==> src/rtl/coin_defs.sv <==
// Shared constants, FSM encodings and the refund helper
// for the coin acceptor front-end.
package coin_defs;

  localparam int unsigned DEF_COIN_W     = 4;
  localparam int unsigned DEF_CREDIT_W   = 8;
  localparam int unsigned DEF_DENOM_A    = 1;
  localparam int unsigned DEF_DENOM_B    = 5;
  localparam int unsigned DEF_DENOM_C    = 10;
  localparam int unsigned DEF_MAX_CREDIT = 99;
  localparam int unsigned DEF_REFUND_GAP = 4;

  localparam logic [1:0] ST_IDLE = 2'd0;
  localparam logic [1:0] ST_EMIT = 2'd1;
  localparam logic [1:0] ST_GAP  = 2'd2;

  function automatic logic [15:0] largest_denom(
    input logic [15:0] credit,
    input logic [15:0] a,
    input logic [15:0] b,
    input logic [15:0] c
  );
    logic [15:0] d;
    d = '0;
    if (credit >= c)
      d = c;
    else if (credit >= b)
      d = b;
    else if (credit >= a)
      d = a;
    return d;
  endfunction

endpackage

==> src/rtl/coin_acceptor_if.sv <==
// Coin slot, vend controller and refund signals
// of the coin acceptor.
interface coin_acceptor_if #(
  parameter int unsigned COIN_W   = 4,
  parameter int unsigned CREDIT_W = 8
);

  logic                coin_strobe;
  logic [COIN_W-1:0]   coin_input;
  logic                coin_accept;
  logic                coin_reject;
  logic [COIN_W-1:0]   coin_value;
  logic [CREDIT_W-1:0] credit;
  logic                charge_req;
  logic [CREDIT_W-1:0] charge_amount;
  logic                charge_ack;
  logic                charge_nack;
  logic                refund_req;
  logic                refund_busy;
  logic                refund_coin_strobe;
  logic [COIN_W-1:0]   refund_coin_value;
  logic                refund_done;

  modport master (
    output coin_strobe, coin_input,
    output charge_req, charge_amount,
    output refund_req,
    input  coin_accept, coin_reject, coin_value,
    input  credit, charge_ack, charge_nack,
    input  refund_busy, refund_coin_strobe,
    input  refund_coin_value, refund_done
  );

  modport slave (
    input  coin_strobe, coin_input,
    input  charge_req, charge_amount,
    input  refund_req,
    output coin_accept, coin_reject, coin_value,
    output credit, charge_ack, charge_nack,
    output refund_busy, refund_coin_strobe,
    output refund_coin_value, refund_done
  );

endinterface

==> src/rtl/coin_validator.sv <==
// Combinational check of a coin against the three
// legal denominations.
module coin_validator #(
  parameter int unsigned COIN_W  = 4,
  parameter int unsigned DENOM_A = 1,
  parameter int unsigned DENOM_B = 5,
  parameter int unsigned DENOM_C = 10
) (
  input  logic [COIN_W-1:0] coin_input,
  output logic              is_legal
);

  always_comb begin
    is_legal = 1'b0;
    unique case (coin_input)
      COIN_W'(DENOM_A): is_legal = 1'b1;
      COIN_W'(DENOM_B): is_legal = 1'b1;
      COIN_W'(DENOM_C): is_legal = 1'b1;
      default:          is_legal = 1'b0;
    endcase
  end

endmodule

==> src/rtl/coin_acceptor.sv <==
// Coin front-end: validates coins, keeps credit, serves
// charges and refunds credit as a timed coin sequence.
module coin_acceptor
  import coin_defs::*;
#(
  parameter int unsigned COIN_W     = DEF_COIN_W,
  parameter int unsigned CREDIT_W   = DEF_CREDIT_W,
  parameter int unsigned DENOM_A    = DEF_DENOM_A,
  parameter int unsigned DENOM_B    = DEF_DENOM_B,
  parameter int unsigned DENOM_C    = DEF_DENOM_C,
  parameter int unsigned MAX_CREDIT = DEF_MAX_CREDIT,
  parameter int unsigned REFUND_GAP = DEF_REFUND_GAP
) (
  input  logic           clk,
  input  logic           rst_n,
  coin_acceptor_if.slave bus
);

  localparam int unsigned GAP_W =
    (REFUND_GAP > 1) ? $clog2(REFUND_GAP) : 1;

  logic [1:0]          state, state_n;
  logic [GAP_W-1:0]    cnt, cnt_n;
  logic [CREDIT_W-1:0] credit, credit_n;
  logic [CREDIT_W-1:0] post, sum, ld, rem;
  logic [CREDIT_W:0]   room;
  logic                legal, idle, emit;
  logic                accept_n, reject_n;
  logic                ack_n, nack_n;
  logic                strobe_n, done_n;
  logic [COIN_W-1:0]   value_n, rvalue_n;

  coin_validator #(
    .COIN_W (COIN_W),
    .DENOM_A(DENOM_A),
    .DENOM_B(DENOM_B),
    .DENOM_C(DENOM_C)
  ) u_validator (
    .coin_input(bus.coin_input),
    .is_legal  (legal)
  );

  assign bus.credit = credit;

  always_comb begin
    idle     = (state == ST_IDLE);
    state_n  = state;
    cnt_n    = cnt;
    accept_n = 1'b0;
    reject_n = 1'b0;
    value_n  = '0;
    ack_n    = 1'b0;
    nack_n   = 1'b0;
    strobe_n = 1'b0;
    rvalue_n = '0;
    done_n   = 1'b0;
    emit     = 1'b0;

    post = credit;
    if (bus.charge_req) begin
      if (idle && credit >= bus.charge_amount) begin
        ack_n = 1'b1;
        post  = credit - bus.charge_amount;
      end else begin
        nack_n = 1'b1;
      end
    end

    // overflow check runs on the post-charge credit
    room = {1'b0, post}
         + (CREDIT_W+1)'(bus.coin_input);
    sum  = post;
    if (bus.coin_strobe) begin
      if (idle && legal &&
          room <= (CREDIT_W+1)'(MAX_CREDIT)) begin
        accept_n = 1'b1;
        value_n  = bus.coin_input;
        sum      = room[CREDIT_W-1:0];
      end else begin
        reject_n = 1'b1;
      end
    end
    credit_n = sum;

    case (state)
      ST_IDLE: begin
        if (bus.refund_req && !bus.charge_req) begin
          if (sum == '0)
            done_n = 1'b1;
          else
            emit = 1'b1;
        end
      end
      ST_EMIT: begin
        if (credit == '0) begin
          state_n = ST_IDLE;
        end else begin
          state_n = ST_GAP;
          cnt_n   = GAP_W'(REFUND_GAP - 1);
        end
      end
      ST_GAP: begin
        if (cnt == '0)
          emit = 1'b1;
        else
          cnt_n = cnt - GAP_W'(1);
      end
      default: state_n = ST_IDLE;
    endcase

    ld  = CREDIT_W'(largest_denom(16'(sum),
            16'(DENOM_A), 16'(DENOM_B),
            16'(DENOM_C)));
    rem = sum - ld;

    // a remainder below DENOM_A is forfeited
    if (emit) begin
      if (ld == '0) begin
        credit_n = '0;
        done_n   = 1'b1;
        state_n  = ST_IDLE;
      end else begin
        credit_n = rem;
        strobe_n = 1'b1;
        rvalue_n = COIN_W'(ld);
        done_n   = (rem == '0);
        state_n  = ST_EMIT;
      end
    end
  end

  always_ff @(posedge clk or negedge rst_n) begin
    if (!rst_n) begin
      state                  <= ST_IDLE;
      cnt                    <= '0;
      credit                 <= '0;
      bus.coin_accept        <= 1'b0;
      bus.coin_reject        <= 1'b0;
      bus.coin_value         <= '0;
      bus.charge_ack         <= 1'b0;
      bus.charge_nack        <= 1'b0;
      bus.refund_busy        <= 1'b0;
      bus.refund_coin_strobe <= 1'b0;
      bus.refund_coin_value  <= '0;
      bus.refund_done        <= 1'b0;
    end else begin
      state                  <= state_n;
      cnt                    <= cnt_n;
      credit                 <= credit_n;
      bus.coin_accept        <= accept_n;
      bus.coin_reject        <= reject_n;
      bus.coin_value         <= value_n;
      bus.charge_ack         <= ack_n;
      bus.charge_nack        <= nack_n;
      bus.refund_busy        <= (state_n != ST_IDLE);
      bus.refund_coin_strobe <= strobe_n;
      bus.refund_coin_value  <= rvalue_n;
      bus.refund_done        <= done_n;
    end
  end

endmodule
==> src/flat_wrapper.sv <==
// flat-port wrapper written by rule: the top's interface ports become plain ports
module coin_acceptor_flat import coin_defs::*;
#(
  parameter int unsigned COIN_W     = DEF_COIN_W,
  parameter int unsigned CREDIT_W   = DEF_CREDIT_W,
  parameter int unsigned DENOM_A    = DEF_DENOM_A,
  parameter int unsigned DENOM_B    = DEF_DENOM_B,
  parameter int unsigned DENOM_C    = DEF_DENOM_C,
  parameter int unsigned MAX_CREDIT = DEF_MAX_CREDIT,
  parameter int unsigned REFUND_GAP = DEF_REFUND_GAP
)
  (clk, rst_n, bus_coin_strobe, bus_coin_input, bus_charge_req, bus_charge_amount, bus_refund_req, bus_coin_accept, bus_coin_reject, bus_coin_value, bus_credit, bus_charge_ack, bus_charge_nack, bus_refund_busy, bus_refund_coin_strobe, bus_refund_coin_value, bus_refund_done);
  coin_acceptor_if #(.COIN_W(COIN_W), .CREDIT_W(CREDIT_W)) bus_i ();
  input  logic clk;
  input  logic rst_n;
  input wire logic [$bits(bus_i.coin_strobe)-1:0] bus_coin_strobe;
  input wire logic [$bits(bus_i.coin_input)-1:0] bus_coin_input;
  input wire logic [$bits(bus_i.charge_req)-1:0] bus_charge_req;
  input wire logic [$bits(bus_i.charge_amount)-1:0] bus_charge_amount;
  input wire logic [$bits(bus_i.refund_req)-1:0] bus_refund_req;
  output wire logic [$bits(bus_i.coin_accept)-1:0] bus_coin_accept;
  output wire logic [$bits(bus_i.coin_reject)-1:0] bus_coin_reject;
  output wire logic [$bits(bus_i.coin_value)-1:0] bus_coin_value;
  output wire logic [$bits(bus_i.credit)-1:0] bus_credit;
  output wire logic [$bits(bus_i.charge_ack)-1:0] bus_charge_ack;
  output wire logic [$bits(bus_i.charge_nack)-1:0] bus_charge_nack;
  output wire logic [$bits(bus_i.refund_busy)-1:0] bus_refund_busy;
  output wire logic [$bits(bus_i.refund_coin_strobe)-1:0] bus_refund_coin_strobe;
  output wire logic [$bits(bus_i.refund_coin_value)-1:0] bus_refund_coin_value;
  output wire logic [$bits(bus_i.refund_done)-1:0] bus_refund_done;
  assign bus_i.coin_strobe = bus_coin_strobe;
  assign bus_i.coin_input = bus_coin_input;
  assign bus_i.charge_req = bus_charge_req;
  assign bus_i.charge_amount = bus_charge_amount;
  assign bus_i.refund_req = bus_refund_req;
  assign bus_coin_accept = bus_i.coin_accept;
  assign bus_coin_reject = bus_i.coin_reject;
  assign bus_coin_value = bus_i.coin_value;
  assign bus_credit = bus_i.credit;
  assign bus_charge_ack = bus_i.charge_ack;
  assign bus_charge_nack = bus_i.charge_nack;
  assign bus_refund_busy = bus_i.refund_busy;
  assign bus_refund_coin_strobe = bus_i.refund_coin_strobe;
  assign bus_refund_coin_value = bus_i.refund_coin_value;
  assign bus_refund_done = bus_i.refund_done;
  coin_acceptor #(.COIN_W(COIN_W), .CREDIT_W(CREDIT_W), .DENOM_A(DENOM_A), .DENOM_B(DENOM_B), .DENOM_C(DENOM_C), .MAX_CREDIT(MAX_CREDIT), .REFUND_GAP(REFUND_GAP)) u_core (.clk(clk), .rst_n(rst_n), .bus(bus_i));
endmodule
==> config.mk <==
export PLATFORM = sky130hd
export DESIGN_NAME = coin_acceptor_flat
export DESIGN_NICKNAME = d
export VERILOG_FILES = /design/src/rtl/coin_defs.sv /design/src/rtl/coin_acceptor_if.sv /design/src/rtl/coin_validator.sv /design/src/rtl/coin_acceptor.sv /design/src/flat_wrapper.sv
export SDC_FILE = /design/constraint.sdc
export NUM_CORES = 1
export LEC_CHECK = 0
export CORE_MARGIN = 8
export CORE_UTILIZATION = 56
export DETAILED_ROUTE_END_ITERATION = 6
export GPL_TIMING_DRIVEN = 0
export HOLD_SLACK_MARGIN = 0.08
export PLACE_DENSITY = 0.82
export SLEW_MARGIN = 25
export SYNTH_ARGS = -nofsm -noshare
export SYNTH_HDL_FRONTEND = slang
export SYNTH_HIERARCHICAL = 1
export SYNTH_SLANG_ARGS = --single-unit
==> constraint.sdc <==
create_clock -name clk -period 9.1 [get_ports clk]
set_clock_uncertainty 0.2 [all_clocks]
set_input_delay 0.91 -clock clk [delete_from_list [all_inputs] [get_ports clk]]
set_output_delay 0.91 -clock clk [all_outputs]
set_load 0.005 [all_outputs]
==> run summary <==
Synth warn: 6
Worst setup path class: primary input to flop
Drt first-iter violations: 256
Cell Count, Final, Fillers Out: 440
Crit end category: flop
Synthesized Nets: 370
Initial antenna violation count: 0
Most frequent cells in the layout: clkdlybuf4s50_1, nand2_1, inv_1, dfrtp_1, nor2_1
Combinational power share: 79.2%
GPL Wtd Cong: 0.8889
Vias in the first global route: 2432
Psw: 699.8 uW
Period Utilization, post-route: 94.79%
Clock share of power: 7.2%
Via density per instance: 6.034
Top Family by Delay on Critical Path: compound AO/OA/AOI/OAI gates
Core area: 4755 sq um
Final Net Count: 414
Cell row count: 25
CP bufs+invs: 7
Aggregate global routing overflow: 0
Pwr Density: 404.8 nW/um^2
DP HPWL: 5.714 mm
Die area: 7443 sq um
# clock sinks: 26
GRT Util Overall: 19.41%
Max FO, Critical Path: 10
Max-cap violations: 0
First-pass GRT wire length: 11.82 mm
Commonest non-fill, non-tap cell in the layout: clkdlybuf4s50_1
Crit path top cell by count: ha_1
Primary FF master, synth: dfrtp_1
Slew Limit Headroom: 53.13%
Required time worst endpoint: 9110 ps
Maximum clock path buffer count: 2
HP Class: flop to flop
Die Y: 86.27 um
Post-cts hold buffer count: 0
Worst path slowest cell: clkdlybuf4s50_1
Initial Util: 58.16%
Count of input and output buffers: 39
Setup crit start kind: primary input
Unrepaired setup endpoints after global routing: false
DRC viols: 0
Setup_tns: 0 ps
Min cycle time layout: 8626 ps
Area Overhead vs Synth: 19.82%
# diodes: 0
Endpoints failing setup: 0
Antenna-violating nets left: 0
Post-Route WL: 7.134 mm
Filler cells: 385
Drt pass-1 iters: 5
Sequential share of power: 13.6%
Lkg Pwr: 0.001510 uW
Largest net degree at the start of global routing: 27
Syn avg cell area: 8.379 sq um
Synthesized cell area: 2765 sq um
CTS tree: yes
Achievable frequency: 115.9 MHz
Seq cells post-synth: 26
CP Data Arrival Time: 8630 ps
Die X: 86.27 um
Post-synth EDFFs: 0
Root buf cell: clkbuf_8
Final Hold Fails: 0
Register area share after synthesis: 23.53%
Routed vias: 2655
Syn Inst Count: 330
Internal Dissipation: 641.4 uW
Post-synth ARST share: 100.0%
Placed cells: 436
Slew Viols, Final: 0
Layout cells sized above 1: 9.920%
Slew @ Worst Pin: 698.8 ps
Drt wl/cell: 16.21 um
Worst-Skew Late Latency: 270 ps
Postcts setup bufs: 0
Worst vdd ir: 0.3110 mV
Status: finished, final reports clean
Cell variety after synth: 74
Clk slew on worst S/H paths: 90 ps
Sw frac: 52.18%
IO Pins: 40
Number of buffers created by CTS: 3
CP max stage delay: 460 ps
H-Tree Depth: 1
==> logic make-up (layout without fill, tap and decap cells) <==
| kind of cell | count (synthesis) | in the layout | share of synthesized area [%] |
|---|---|---|---|
| fa+ha+maj | 23 | 23 | 10.95 |
| mux | 7 | 7 | 2.760 |
| xor+xnor | 13 | 13 | 4.118 |
| simple gates | 125 | 125 | 24.75 |
| buf+inv | 38 | 81 | 6.425 |
| flops | 26 | 26 | 23.53 |
| compound gates | 98 | 98 | 27.47 |
==> path summary, 6_finish.rpt <==
check                      slack [ps]  cells past startpoint                  from                               to
setup / recovery                  470                     34  bus_charge_amount[0]           u_core/bus.refund_done
hold / removal                    300                      1         u_core/cnt[0]                    u_core/cnt[0]
setup reg to reg                 1070                     34  u_core/bus.credit[0]           u_core/bus.refund_done
hold reg to reg                   300                      1         u_core/cnt[0]                    u_core/cnt[0]
max in group asynchronous        7890                      1                 rst_n  u_core/bus.refund_coin_value[0]
min in group asynchronous         420                      1                 rst_n                    u_core/cnt[1]
==> sequential cells by signal (all words and copies together), names as in the netlist <==
register and cells:
u_core/bus.charge_nack 1, u_core/bus.coin_reject 1, u_core/bus.refund_coin_value 3, u_core/bus.refund_done 1, u_core/bus.charge_ack 1, u_core/bus.coin_accept 1, u_core/state 2, u_core/bus.refund_busy 1
u_core/bus.coin_value 4, u_core/cnt 2, u_core/bus.credit 8, u_core/bus.refund_coin_strobe 1
==> layout make-up <==
class | instances | area, sq um | area share [%]
timing repair buffer | 39 | 385.4 | 11.63
tap | 67 | 83.83 | 2.530
buffer | 9 | 63.81 | 1.926
inverter | 29 | 113.9 | 3.437
clock buffer | 3 | 41.29 | 1.246
sequential | 26 | 650.6 | 19.64
multi-input combinational | 266 | 1944 | 58.69
clock inverter | 1 | 30.03 | 0.9063
==> power by group through the flow <==
stage	Clock [uW]	Sequential [uW]	Combinational (uW)
after detailed placement	0	185	1030
after floorplan	0	179	781
final	96.5	182	1060
after CTS	98.8	183	1040
after global placement	0	185	1000
after global routing	104	188	1170
==> worst reg2reg max path: cells and delay by family (launching register included) <==
| kind | cells | cell delay, ps |
|---|---|---|
| AO/OA/AOI/OAI | 12 | 2680 |
| AND/OR/NAND/NOR | 9 | 2130 |
| adder cells (fa/ha/maj) | 6 | 1750 |
| buffers and inverters | 7 | 800 |
| flip-flops | 1 | 430 |
==> routing by layer <==
metal,global-route usage (%),routed length [um]
met4,7.512,89
met3,3.119,428
met2,31.49,3407
met5,0,0
met1,25.11,3208
==> cells in the mapped netlist, types with 2 or more instances <==
library cell	count	area share (%)
and4_1	5	1.6
nand2_1	31	4.2
o22ai_1	6	1.4
dfrtp_1	26	24
a21o_1	12	3.3
nand2b_1	7	1.6
a21oi_1	19	3.4
xor2_1	4	1.3
o21ai_0	9	1.6
or2_1	5	1.1
o31ai_1	4	1.1
nand4_1	5	1.1
nand3_1	8	1.4
o21a_1	4	1.1
a22oi_1	3	0.81
ha_1	21	9.5
nor4_1	3	0.68
a21oi_2	2	0.63
o211ai_1	2	0.54
a211o_1	2	0.63
a211oi_1	4	1.1
nor2b_1	4	0.90
and3_1	8	1.8
a21boi_0	2	0.54
nor2_1	22	3.0
o21ai_2	2	0.63
fa_1	2	1.4
inv_4	2	0.45
inv_1	26	3.5
nor3b_1	2	0.54
a31oi_1	3	0.68
buf_6	2	0.81
nor3_1	5	0.90
xnor2_1	9	2.9
buf_4	3	0.81
and2_1	7	1.6
buf_2	3	0.54
o221ai_1	2	0.63
or3_1	5	1.1
mux2i_1	5	1.8
==> through the flow <==
stage	setup slack [ps]	instance area (sq um)	total power [uW]	utilization (%)	hold slack, ps
after floorplan	1770	2765	959.6	-	239.6
final	474.2	3313	1341	69.68	300.7
after detailed placement	209.7	3234	1212	68.03	301.9
after global routing	12.43	3313	1461	69.68	337.2
after global placement	335.6	3239	1188	68.13	254.4
after CTS	473.9	3306	1318	69.53	313.4
==> repair_timing <==
action                                  4_1_cts  5_1_grt
endpoints found under the setup margin        0        1
gates resized for setup                       0        2
hold endpoints to repair                      0        0
(Power assumes the default switching activity.)
